File: src/rtl/ex1_div_arbiter.sv
// ex1_div_arbiter: shares one iterative 32-bit restoring divider between EX1 lanes 0 and 1.
// Latency: 33 cycles from request to DONE for one lane, 65 for both (lane 0 first, then lane 1).
// Backpressure: holds EX1 through busy_stall during the calculation; results stay in DONE while ex_stall is high.
//
// Ports:
//   clk, rst              pipeline clock, asynchronous active-high reset
//   req0/req1             lane holds a DIV/MOD in EX1 (held while EX1 is stalled)
//   op0/op1               bit0: 0 quotient / 1 remainder, bit1: 1 unsigned / 0 signed
//   a0/a1, b0/b1          dividend / divisor per lane
//   flush                 kills any in-flight operation, ignores same-cycle requests
//   ex_stall              another source holds EX1; DONE results are held
//   busy_stall            stall request to EX1
//   res_valid, res_mask   both requested results ready / which lanes requested
//   res0_data, res1_data  per-lane results
module ex1_div_arbiter (
   input  logic        clk,
   input  logic        rst,
   input  logic        req0,
   input  logic        req1,
   input  logic [1:0]  op0,
   input  logic [1:0]  op1,
   input  logic [31:0] a0,
   input  logic [31:0] a1,
   input  logic [31:0] b0,
   input  logic [31:0] b1,
   input  logic        flush,
   input  logic        ex_stall,
   output logic        busy_stall,
   output logic        res_valid,
   output logic [1:0]  res_mask,
   output logic [31:0] res0_data,
   output logic [31:0] res1_data
);

   typedef enum logic [1:0] {IDLE, CALC0, CALC1, DONE} state_t;

   state_t      state;
   state_t      state_nxt;
   logic [4:0]  cnt;
   logic [1:0]  lat_op [2];
   logic [31:0] lat_a  [2];
   logic [31:0] lat_b  [2];
   logic [1:0]  pend;
   logic [31:0] rem_q;
   logic [31:0] quo_q;

   logic        accept;
   logic        lane;
   logic [1:0]  cur_op;
   logic [31:0] cur_a;
   logic [31:0] cur_b;
   logic        is_signed;
   logic        neg_a;
   logic        neg_b;
   logic [31:0] abs_a;
   logic [31:0] abs_b;
   logic [31:0] rem_in;
   logic [31:0] quo_in;
   logic [32:0] shifted;
   logic [32:0] diff;
   logic        fits;
   logic [31:0] rem_nxt;
   logic [31:0] quo_nxt;
   logic [31:0] result;

   assign accept = (state == IDLE) && (req0 || req1) && !flush;

   // The datapath always works on the lane currently being calculated.
   assign lane      = (state == CALC1);
   assign cur_op    = lat_op[lane];
   assign cur_a     = lat_a[lane];
   assign cur_b     = lat_b[lane];
   assign is_signed = ~cur_op[1];
   assign neg_a     = is_signed & cur_a[31];
   assign neg_b     = is_signed & cur_b[31];
   assign abs_a     = neg_a ? -cur_a : cur_a;
   assign abs_b     = neg_b ? -cur_b : cur_b;

   // One restoring step per cycle. Count 0 seeds the partial remainder with zero
   // and the quotient shift register with |a|, so no separate init cycle is needed.
   assign rem_in  = (cnt == 5'd0) ? 32'd0 : rem_q;
   assign quo_in  = (cnt == 5'd0) ? abs_a : quo_q;
   assign shifted = {rem_in, quo_in[31]};
   assign diff    = shifted - {1'b0, abs_b};
   assign fits    = ~diff[32];
   assign rem_nxt = fits ? diff[31:0] : shifted[31:0];
   assign quo_nxt = {quo_in[30:0], fits};

   // Special cases override the iterative result at write time only, so latency
   // never depends on the operands.
   always_comb begin
      result = 32'd0;
      if (cur_b == 32'd0) begin
         result = cur_op[0] ? cur_a : 32'hFFFF_FFFF;
      end else if (is_signed && cur_a == 32'h8000_0000 && cur_b == 32'hFFFF_FFFF) begin
         result = cur_op[0] ? 32'd0 : 32'h8000_0000;
      end else if (cur_op[0]) begin
         result = neg_a ? -rem_nxt : rem_nxt;
      end else begin
         result = (neg_a ^ neg_b) ? -quo_nxt : quo_nxt;
      end
   end

   always_comb begin
      state_nxt  = state;
      busy_stall = 1'b0;
      res_valid  = 1'b0;
      case (state)
         IDLE: begin
            busy_stall = req0 | req1;
            if (req0 || req1) begin
               state_nxt = req0 ? CALC0 : CALC1;
            end
         end
         CALC0: begin
            busy_stall = 1'b1;
            if (cnt == 5'd31) begin
               // Lane 0 is still marked pending here; it clears on this edge.
               state_nxt = (pend == 2'b11) ? CALC1 : DONE;
            end
         end
         CALC1: begin
            busy_stall = 1'b1;
            if (cnt == 5'd31) begin
               state_nxt = DONE;
            end
         end
         DONE: begin
            res_valid  = 1'b1;
            busy_stall = ex_stall;
            if (!ex_stall) begin
               state_nxt = IDLE;
            end
         end
         default: state_nxt = IDLE;
      endcase
      if (flush) begin
         state_nxt  = IDLE;
         busy_stall = 1'b0;
      end
      // A request held high through reset must not leak onto the stall line.
      if (rst) begin
         busy_stall = 1'b0;
      end
   end

   always_ff @(posedge clk or posedge rst) begin
      if (rst) begin
         state     <= IDLE;
         cnt       <= 5'd0;
         pend      <= 2'b00;
         res_mask  <= 2'b00;
         res0_data <= 32'd0;
         res1_data <= 32'd0;
         rem_q     <= 32'd0;
         quo_q     <= 32'd0;
         for (int i = 0; i < 2; i++) begin
            lat_op[i] <= 2'b00;
            lat_a[i]  <= 32'd0;
            lat_b[i]  <= 32'd0;
         end
      end else begin
         state <= state_nxt;
         if (flush) begin
            cnt       <= 5'd0;
            pend      <= 2'b00;
            res_mask  <= 2'b00;
            res0_data <= 32'd0;
            res1_data <= 32'd0;
         end else begin
            case (state)
               IDLE: begin
                  if (accept) begin
                     lat_op[0] <= op0;
                     lat_op[1] <= op1;
                     lat_a[0]  <= a0;
                     lat_a[1]  <= a1;
                     lat_b[0]  <= b0;
                     lat_b[1]  <= b1;
                     pend      <= {req1, req0};
                     res_mask  <= {req1, req0};
                     cnt       <= 5'd0;
                  end
               end
               CALC0, CALC1: begin
                  // Counter wraps 31 -> 0, which also starts lane 1 cleanly.
                  cnt   <= cnt + 5'd1;
                  rem_q <= rem_nxt;
                  quo_q <= quo_nxt;
                  if (cnt == 5'd31) begin
                     pend[lane] <= 1'b0;
                     if (lane) begin
                        res1_data <= result;
                     end else begin
                        res0_data <= result;
                     end
                  end
               end
               default: ;
            endcase
         end
      end
   end

endmodule

File: config.mk
export PLATFORM = sky130hd
export DESIGN_NAME = ex1_div_arbiter
export DESIGN_NICKNAME = d
export VERILOG_FILES = /design/src/rtl/ex1_div_arbiter.sv
export SDC_FILE = /design/constraint.sdc
export NUM_CORES = 1
export LEC_CHECK = 0
export BUFFER_PORTS_ARGS = -buffer_cell sky130_fd_sc_hd__buf_2
export CORE_AREA = 2 2 192 194
export CTS_CLUSTER_DIAMETER = 50
export DETAILED_ROUTE_END_ITERATION = 10
export DIE_AREA = 0 0 194 196
export GPL_TIMING_DRIVEN = 1
export PLACE_DENSITY = 0.86
export SYNTH_ARGS = -nofsm -noshare
export SYNTH_HDL_FRONTEND = slang
export SYNTH_SLANG_ARGS = --single-unit
File: constraint.sdc
create_clock -name clk -period 20 [get_ports clk]
set_clock_uncertainty 0.1 [all_clocks]
set_input_delay 3 -clock clk [delete_from_list [all_inputs] [get_ports clk]]
set_output_delay 3 -clock clk [all_outputs]
set_load 0.01 [all_outputs]
# [Word level (Yosys, flattened, before mapping)]
# Cells that the tools add are included.
[classes] n_addsub=6 n_lt_le_gt_ge=3 eq_ne=14 mux=52 bitwise=10 n_reduce_logical=25
[ops] cell="2-to-1 mux 32 bit" n=26
[ops] cell="negation 32 bit" n=4
[ops] cell="equality test 32 bit (second input constant)" n=2
[ops] cell="subtractor 33 x 32 -> 33 bit" n=1
[ops] cell="logical NOT 32 bit" n=1
[ops] cell="2-to-1 mux 2 bit" n=14
[ops] cell="AND reduction 3 bit" n=4
[ops] cell="2-to-1 mux 5 bit" n=2
[ops] cell="case mux 5 bit (2 select lines)" n=1
[ops] cell="nonzero test 2 bit" n=5
[ops] cell="inequality test 3 bit (second input constant)" n=3
[ops] cell="case mux 2 bit (4 select lines)" n=1
[ops] cell="equality test 2 bit (second input constant)" n=3
[ops] cell="inequality test 3 x 2 -> 1 bit (second input constant)" n=2
[ops] cell="AND reduction 2 bit" n=3
[ops] cell="adder 5 x 1 -> 5 bit (second input constant)" n=1
[ops] cell="equality test 5 bit (second input constant)" n=1
[ops] cell="logical AND 1 bit" n=5
[ops] cell="logical NOT 5 bit" n=1
[ops] cell="2-to-1 mux 1 bit" n=5
[ops] cell="case mux 2 bit (2 select lines)" n=1
[ops] cell="AND reduction 4 bit" n=1
[ops] cell="inequality test 3 x 1 -> 1 bit (second input constant)" n=1
[ops] cell="NOT 1 bit" n=3
[ops] cell="other kinds (18)" n=19
[totals] ff_bits=271 inputBits=138 out_inout_bits=68 word_cells=124

# [Logic depth before layout (Yosys ltp)]
# Gate-level depths: netlist of the first run.
[depth] ltp_word=20 depth_mapped=44 mapped_depth_nobuf=34

# [Least setup slack after synthesis of the first run]
# Ideal clock, no wire load.
[synth_path] path_type="reg2reg" start="register state[0]" end="register res0_data[16]" setup_time_ps=76 t_arrival_ps=8816 required_ps=19824 slack_ps=11007 stages_incl_launch_ff=43 n_path_buf=13 synth_period_minus_slack_ps=8993 cell_sequence="dfrtp_1 inv_1 ha_1 buf_6 buf_6 buf_6 buf_8 buf_6 buf_6 buf_2 buf_1 clkbuf_1 clkbuf_1 mux2i_1 ha_1 o221ai_2 nor2_4 nand2_1 (+7 left out) o31ai_1 o211ai_2 and2_1 buf_6 inv_4 buf_2 buf_4 mux2i_1 ha_1 o211ai_1 or3_1 nor3_1 mux2i_2 o31ai_1 xor2_1 a21oi_1 a311o_1 o21ai_1"
[synth_via] elab_chain_cells=20 word_cells_on_any_way=45 classes_between="add/sub: 5; eq/ne: 5; mux: 23; bitwise: 6; reduce/logical: 6"
[synth_lines] item="start, declared" line_no="37" source="state_t state;"
[synth_lines] item="start signal, assigned" line_no="163" source="state <= state_nxt;"
[synth_lines] item="parallel branches: the longest is 20 deep, another holds subtractor 33 x 32 -> 33 bit"
[synth_lines] item="end signal, assigned" line_no="195" source="res0_data <= result;"
[synth_lines] item="end, declared" line_no="31" source="output logic [31:0] res0_data,"
# Parallel ways; which one is timed is not known. The select of a mux whose other input is x is not followed.
# A chain may end at the register's enable or synchronous reset.

# [Final worst setup path of the first run]
[layout_path] start="register state[0]" end="register res0_data[22]"
# Same word-level chain as after synthesis.

==> results of run 1 <==
-- synth_stat cells (all sizes together) (15+ instances only) --
library cell / count
nor2: 166
o21ai: 175
a21oi: 125
nand4: 27
nand3: 46
o211ai: 15
ha: 44
dfrtp: 271
nor3b: 22
inv: 36
mux2: 166
xnor2: 63
clkbuf: 78
nand3b: 17
a211oi: 31
xor2: 45
nor4: 23
o31ai: 22
a31oi: 22
and2: 33
o41ai: 15
buf: 50
nor3: 80
mux2i: 95
nand2: 235
-- metrics by stage --
stage | area [µm²] | setup WS [ps] | utilization (%) | power, W | hold WS, ps
floorplan | 19550 | 9433 | - | 0.002958 | 341.8
global placement | 20720 | 11420 | 57.42 | 0.003731 | 354.0
CTS | 21940 | 11040 | 60.79 | 0.004461 | 373.8
detailed placement | 20720 | 11100 | 57.42 | 0.003792 | 362.0
global route | 21940 | 10190 | 60.79 | 0.004810 | 383.3
finish | 21940 | 10820 | 60.79 | 0.004582 | 371.6
-- sequential cells by signal, indices dropped and copies added, names as in the netlist --
name and flops:
cnt 5, lat_a 64, lat_b 64, lat_op 4
pend 2, quo_q 32, rem_q 32, res0_data 32
res1_data 32, res_mask 2, state 2
-- power by group through the flow --
stage	Sequential (W)	Clock (W)	Combinational (W)
4_1_cts	0.000956	0.000659	0.00285
3_5_place_dp	0.000961	0	0.00283
3_3_place_gp	0.000946	0	0.00278
5_1_grt	0.000988	0.000681	0.00314
6_report	0.000964	0.000654	0.00296
2_1_floorplan	0.000894	0	0.00206
-- routing by layer --
metal  up-vias  track usage [%]  share of wire (%)
met5         -                0              0.017
met4         2            10.47                3.1
met3       160            7.994                 11
met2      1165            50.77                 43
met1      8962            48.13                 42
li1       8264                -                  -
-- how the worst min path moves through the flow --
stage                         start         to  slack (ps)  depth (start not counted)
after floorplan           rem_q[12]  rem_q[12]         340                          2
after global routing      rem_q[15]  rem_q[15]         380                          2
after detailed placement  rem_q[26]  rem_q[26]         360                          2
after global placement     rem_q[8]   rem_q[8]         350                          2
final                      rem_q[8]   rem_q[8]         370                          2
after CTS                 rem_q[26]  rem_q[26]         370                          2
-- tightest hold or removal path, stage by stage, from the launching register on --
cell and delay (ps):
dfrtp_1 340, nand2_1 40, o21ai_0 60
-- layout make-up --
| class | instances | area share (%) |
|---|---|---|
| inverters | 36 | 0.6616 |
| clock inverters | 18 | 0.9126 |
| repair buffers | 226 | 5.396 |
| well taps | 468 | 2.669 |
| flip-flops and latches | 271 | 30.91 |
| multi-input cells | 1715 | 54.81 |
| clock buffers | 45 | 4.637 |
-- kinds of logic (layout without fill, tap and decap cells) --
logic type	count (synthesis)	after routing	synth area share (%)
compound gates	568	568	19.48
xor+xnor	108	108	4.839
fa+ha+maj	45	45	2.919
buf+inv	164	325	4.058
flops	271	271	34.69
mux	261	261	14.72
simple gates	733	733	19.29
==> impl_metrics.env, run 1 <==
export IMPL_status="completed"
export IMPL_dpl_hpwl_um=49260
export IMPL_cp_common_cell="nor3_1"
export IMPL_drive_gt1_share_pct=23.37
export IMPL_synthArstFlopShare_pct=100.0
export IMPL_wl_um=65710
export IMPL_critical_path_class="reg2reg"
export IMPL_finalSetupViolCount=0
export IMPL_grt_pass1_wl_um=101700
export IMPL_worstPathArrival_ps=9430
export IMPL_mostFrequentLayoutCells="dfrtp_1, nand2_1, buf_2"
export IMPL_nNetsFinal=2469
export IMPL_ys_flop_type="dfrtp_1"
export IMPL_p_switching_w=0.002417
export IMPL_drt_iter0_drc=2384
export IMPL_internal_power_w=0.002165
export IMPL_maxCapViolCount=0
export IMPL_wl_per_cell_um=23.64
export IMPL_postRouteAntennaNets=0
export IMPL_cts_resized=0
export IMPL_io_buffers=205
export IMPL_die_h_um=196
export IMPL_worst_path_buf_inv=4
export IMPL_grtUsageTotal_pct=33.72
export IMPL_cts_buffers=36
export IMPL_cts_sinks=271
export IMPL_grt_pass1_vias=17360
export IMPL_clockBufferDepth=3
export IMPL_multi_input_comb_area_um2=12020
export IMPL_post_cts_buffers=0
export IMPL_synth_seq_area_share_pct=34.69
export IMPL_die_area_um2=38020
export IMPL_clkPwrFrac_pct=14.3
export IMPL_final_cells=2779
export IMPL_drcViolationCount=0
export IMPL_overflow=0
export IMPL_finalHoldViolations=0
export IMPL_crit_fanout=77
export IMPL_fill_cells=3062
export IMPL_coreArea_um2=36080
export IMPL_area_delta_synth_final_pct=12.23
export IMPL_ys_seq_elements=271
export IMPL_synthCells=2150
export IMPL_final_common_cell="dfrtp_1"
export IMPL_htree_num_levels=2
export IMPL_swShare_pct=52.75
export IMPL_period_needed_ps=9180
export IMPL_worstPathRequired_ps=20250
export IMPL_p_comb_share_pct=64.7
export IMPL_startpoint="state[0]"
export IMPL_place_gp_congestion=1.019
export IMPL_cpLargestDelayFamily="compound AO/OA/AOI/OAI gates"
export IMPL_vias=18550
export IMPL_antenna_found_initial=1
export IMPL_seqPwrFrac_pct=21.0
export IMPL_syn_num_nets=2333
export IMPL_period_share_pct=45.90
export IMPL_syn_area_per_cell_um2=9.092
export IMPL_r2r_end="res0_data[22]"
export IMPL_dp_cells=2716
export IMPL_num_rows=70
export IMPL_clkTransAtPathRegs_ps=60
export IMPL_synth_area_um2=19550
export IMPL_dr_pass1_iters=6
export IMPL_reg2reg_slack_ps=10820
export IMPL_cp_start_kind="register"
export IMPL_power_leakage_nw=9.323
export IMPL_irDropWorstVdd_mv=0.1340
export IMPL_synth_area_leader_cell="dfrtp_1"
export IMPL_setup_tns_ps=0
export IMPL_grt_max_degree=137
export IMPL_reg2reg_depth=30
export IMPL_ctsHoldBuffers=0
export IMPL_power_density_nw_per_um2=208.9
export IMPL_slowest_stage="buf_4"
export IMPL_start_util_pct=54.17
export IMPL_netlist_top_cells_area="dfrtp_1, mux2_2, mux2i_1"
export IMPL_synth_yosys_warnings=0
export IMPL_final_max_slew_viol_count=0
export IMPL_ios=206
export IMPL_synth_cell_type_count=119
export IMPL_vias_per_cell=6.676
export IMPL_register_area_um2=6782
export IMPL_clk_latency_ps=540
export IMPL_cts_root_buf="clkbuf_16"
export IMPL_cp_slowest_stage_delay_ps=800
export IMPL_reg2reg_from="state[0]"
export IMPL_path_depth=30
export IMPL_slew_headroom_pct=25.72
export IMPL_endpoint="res0_data[22]"
export IMPL_dieWidth_um=194
export IMPL_hp_class="reg2reg"
export IMPL_synth_edf_count=0
export IMPL_synth_top_cell_area_share_pct=34.69
export IMPL_antenna_cells=0
export IMPL_worst_slew_pin_transition_ps=1109
export IMPL_cts_tree="built"
export IMPL_max_freq_mhz=108.9
export IMPL_rsz0062_at_grt="no"
export IMPL_cp_end_kind="register"
No activity file was read; power rests on OpenSTA's default activity.
==> run 2: changes to the inputs <==
clock period = 9.52 ns   (was 20 ns; I/O delays follow)
==> impl_metrics.env, run 2 (synthesized netlist as in run 1, its figures left out) <==
export IMPL_status="completed"
export IMPL_die_area_um2=38020
export IMPL_cts_root_buf="clkbuf_16"
export IMPL_post_cts_buffers=0
export IMPL_period_share_pct=91.26
export IMPL_num_rows=70
export IMPL_worst_slew_pin_transition_ps=1249
export IMPL_rsz0062_at_grt="no"
export IMPL_ios=206
export IMPL_clk_latency_ps=560
export IMPL_p_comb_share_pct=64.2
export IMPL_wl_um=65140
export IMPL_swShare_pct=52.57
export IMPL_cp_start_kind="register"
export IMPL_final_util_pct=61.07
export IMPL_worstPathRequired_ps=9810
export IMPL_reg_largest_list="lat_a (64), lat_b (64)"
export IMPL_slew_headroom_pct=16.56
export IMPL_multi_input_comb_area_um2=12020
export IMPL_whs_ps=373.3
export IMPL_irDropWorstVdd_mv=0.2255
export IMPL_grtUsageTotal_pct=33.61
export IMPL_grt_pass1_wl_um=101100
export IMPL_maxCapViolCount=0
export IMPL_die_h_um=196
export IMPL_dieWidth_um=194
export IMPL_finalHoldViolations=0
export IMPL_grt_max_degree=124
export IMPL_power_w=0.009625
export IMPL_grt_use_met3_pct=8.011
export IMPL_drcViolationCount=0
export IMPL_coreArea_um2=36080
export IMPL_cts_buffers=38
export IMPL_area_delta_synth_final_pct=12.74
export IMPL_dpl_hpwl_um=49060
export IMPL_final_common_cell="dfrtp_1"
export IMPL_cp_slowest_stage_delay_ps=610
export IMPL_cp_end_kind="register"
export IMPL_grt_util_met2_pct=49.31
export IMPL_hp_class="reg2reg"
export IMPL_internal_power_w=0.004565
export IMPL_mostFrequentLayoutCells="dfrtp_1, nand2_1, buf_2"
export IMPL_grt_pass1_vias=17380
export IMPL_clkTransAtPathRegs_ps=70
export IMPL_vias_per_cell=6.614
export IMPL_register_area_um2=6782
export IMPL_worstPathArrival_ps=8980
export IMPL_antenna_found_initial=1
export IMPL_critical_path_class="reg2reg"
export IMPL_crit_fanout=55
export IMPL_cts_tree="built"
export IMPL_period_needed_ps=8688
export IMPL_cts_sinks=271
export IMPL_cts_resized=0
export IMPL_vias=18460
export IMPL_max_freq_mhz=115.1
export IMPL_setup_tns_ps=0
export IMPL_io_buffers=205
export IMPL_antenna_cells=0
export IMPL_power_density_nw_per_um2=436.7
export IMPL_clockBufferDepth=3
export IMPL_power_leakage_nw=9.388
export IMPL_ctsHoldBuffers=0
export IMPL_drt_iter0_drc=2424
export IMPL_seqPwrFrac_pct=21.1
export IMPL_wl_per_cell_um=23.34
export IMPL_place_gp_congestion=0.9815
export IMPL_drive_gt1_share_pct=23.76
export IMPL_p_switching_w=0.005060
export IMPL_final_max_slew_viol_count=0
export IMPL_grt_met1_usage_pct=48.92
export IMPL_overflow=0
export IMPL_nNetsFinal=2478
export IMPL_start_util_pct=54.17
export IMPL_cp_common_cell="mux2i_1"
export IMPL_busiest_layer="met2"
export IMPL_postRouteAntennaNets=0
export IMPL_slowest_stage="a41oi_1"
export IMPL_fill_cells=3087
export IMPL_clkPwrFrac_pct=14.7
export IMPL_dr_pass1_iters=7
export IMPL_finalSetupViolCount=0
export IMPL_htree_num_levels=2
-- run 2: cell types whose count changed in the layout (fill, tap and decap cells not counted), sizes merged --
| cell | previous run | this run |
|---|---|---|
| inv | 42 | 45 |
| clkinvlp | 4 | 2 |
| clkinv | 6 | 11 |
| bufinv | 2 | 1 |
| buf | 226 | 233 |
-- run 2: power groups by stage --
stage	combinational, W	sequential, W	clock (W)
after floorplan	0.00434	0.00188	0
after global placement	0.00584	0.00200	0
after detailed placement	0.00592	0.00202	0
after global routing	0.00657	0.00208	0.00147
after CTS	0.00596	0.00201	0.00143
final	0.00618	0.00203	0.00142
-- run 2: final timing paths --
check | slack, ps | to | from | cells past startpoint
setup reg to reg | 830 | res1_data[26] | state[0] | 30
min in group asynchronous | 970 | res_mask[0] | rst | 2
hold reg to reg | 370 | res0_data[0] | res0_data[0] | 2
setup / recovery | 830 | res1_data[26] | state[0] | 30
hold / removal | 370 | res0_data[0] | res0_data[0] | 2
max in group asynchronous | 6750 | quo_q[24] | rst | 3
-- run 2: through the flow --
step / area, µm² / std cells / worst slack [ps]
6_report: 22040 / 2791 / 832.4
5_1_grt: 22040 / 2791 / 140.5
4_1_cts: 22040 / 2791 / 1024
3_5_place_dp: 20770 / 2723 / 1066
3_3_place_gp: 20770 / 2723 / 1403
2_1_floorplan: 19550 / 2150 / 525.0
-- run 2: layout make-up --
type                       count  area share [%]
inverter                      36          0.6586
clock inverter                23           1.079
timing repair buffer         233           5.609
multi-input combinational   1715           54.56
clock buffer                  45           4.667
tap                          468           2.657
sequential                   271           30.77
-- run 2: per-layer routing --
metal  up-vias  share of wire, %
met5         -                 0
met4         0               3.6
met3       152                11
met2      1102                43
met1      8950                43
li1       8256                 -
-- run 2: worst max-delay path, delay by kind of cell (launching register included) --
family                   cells  cell delay [ps]
AND/OR/NAND/NOR              8             1760
multiplexers                 4              800
AO/OA/AOI/OAI               10             2960
buffers and inverters        4              950
adder cells (fa/ha/maj)      4             1470
flip-flops                   1              430
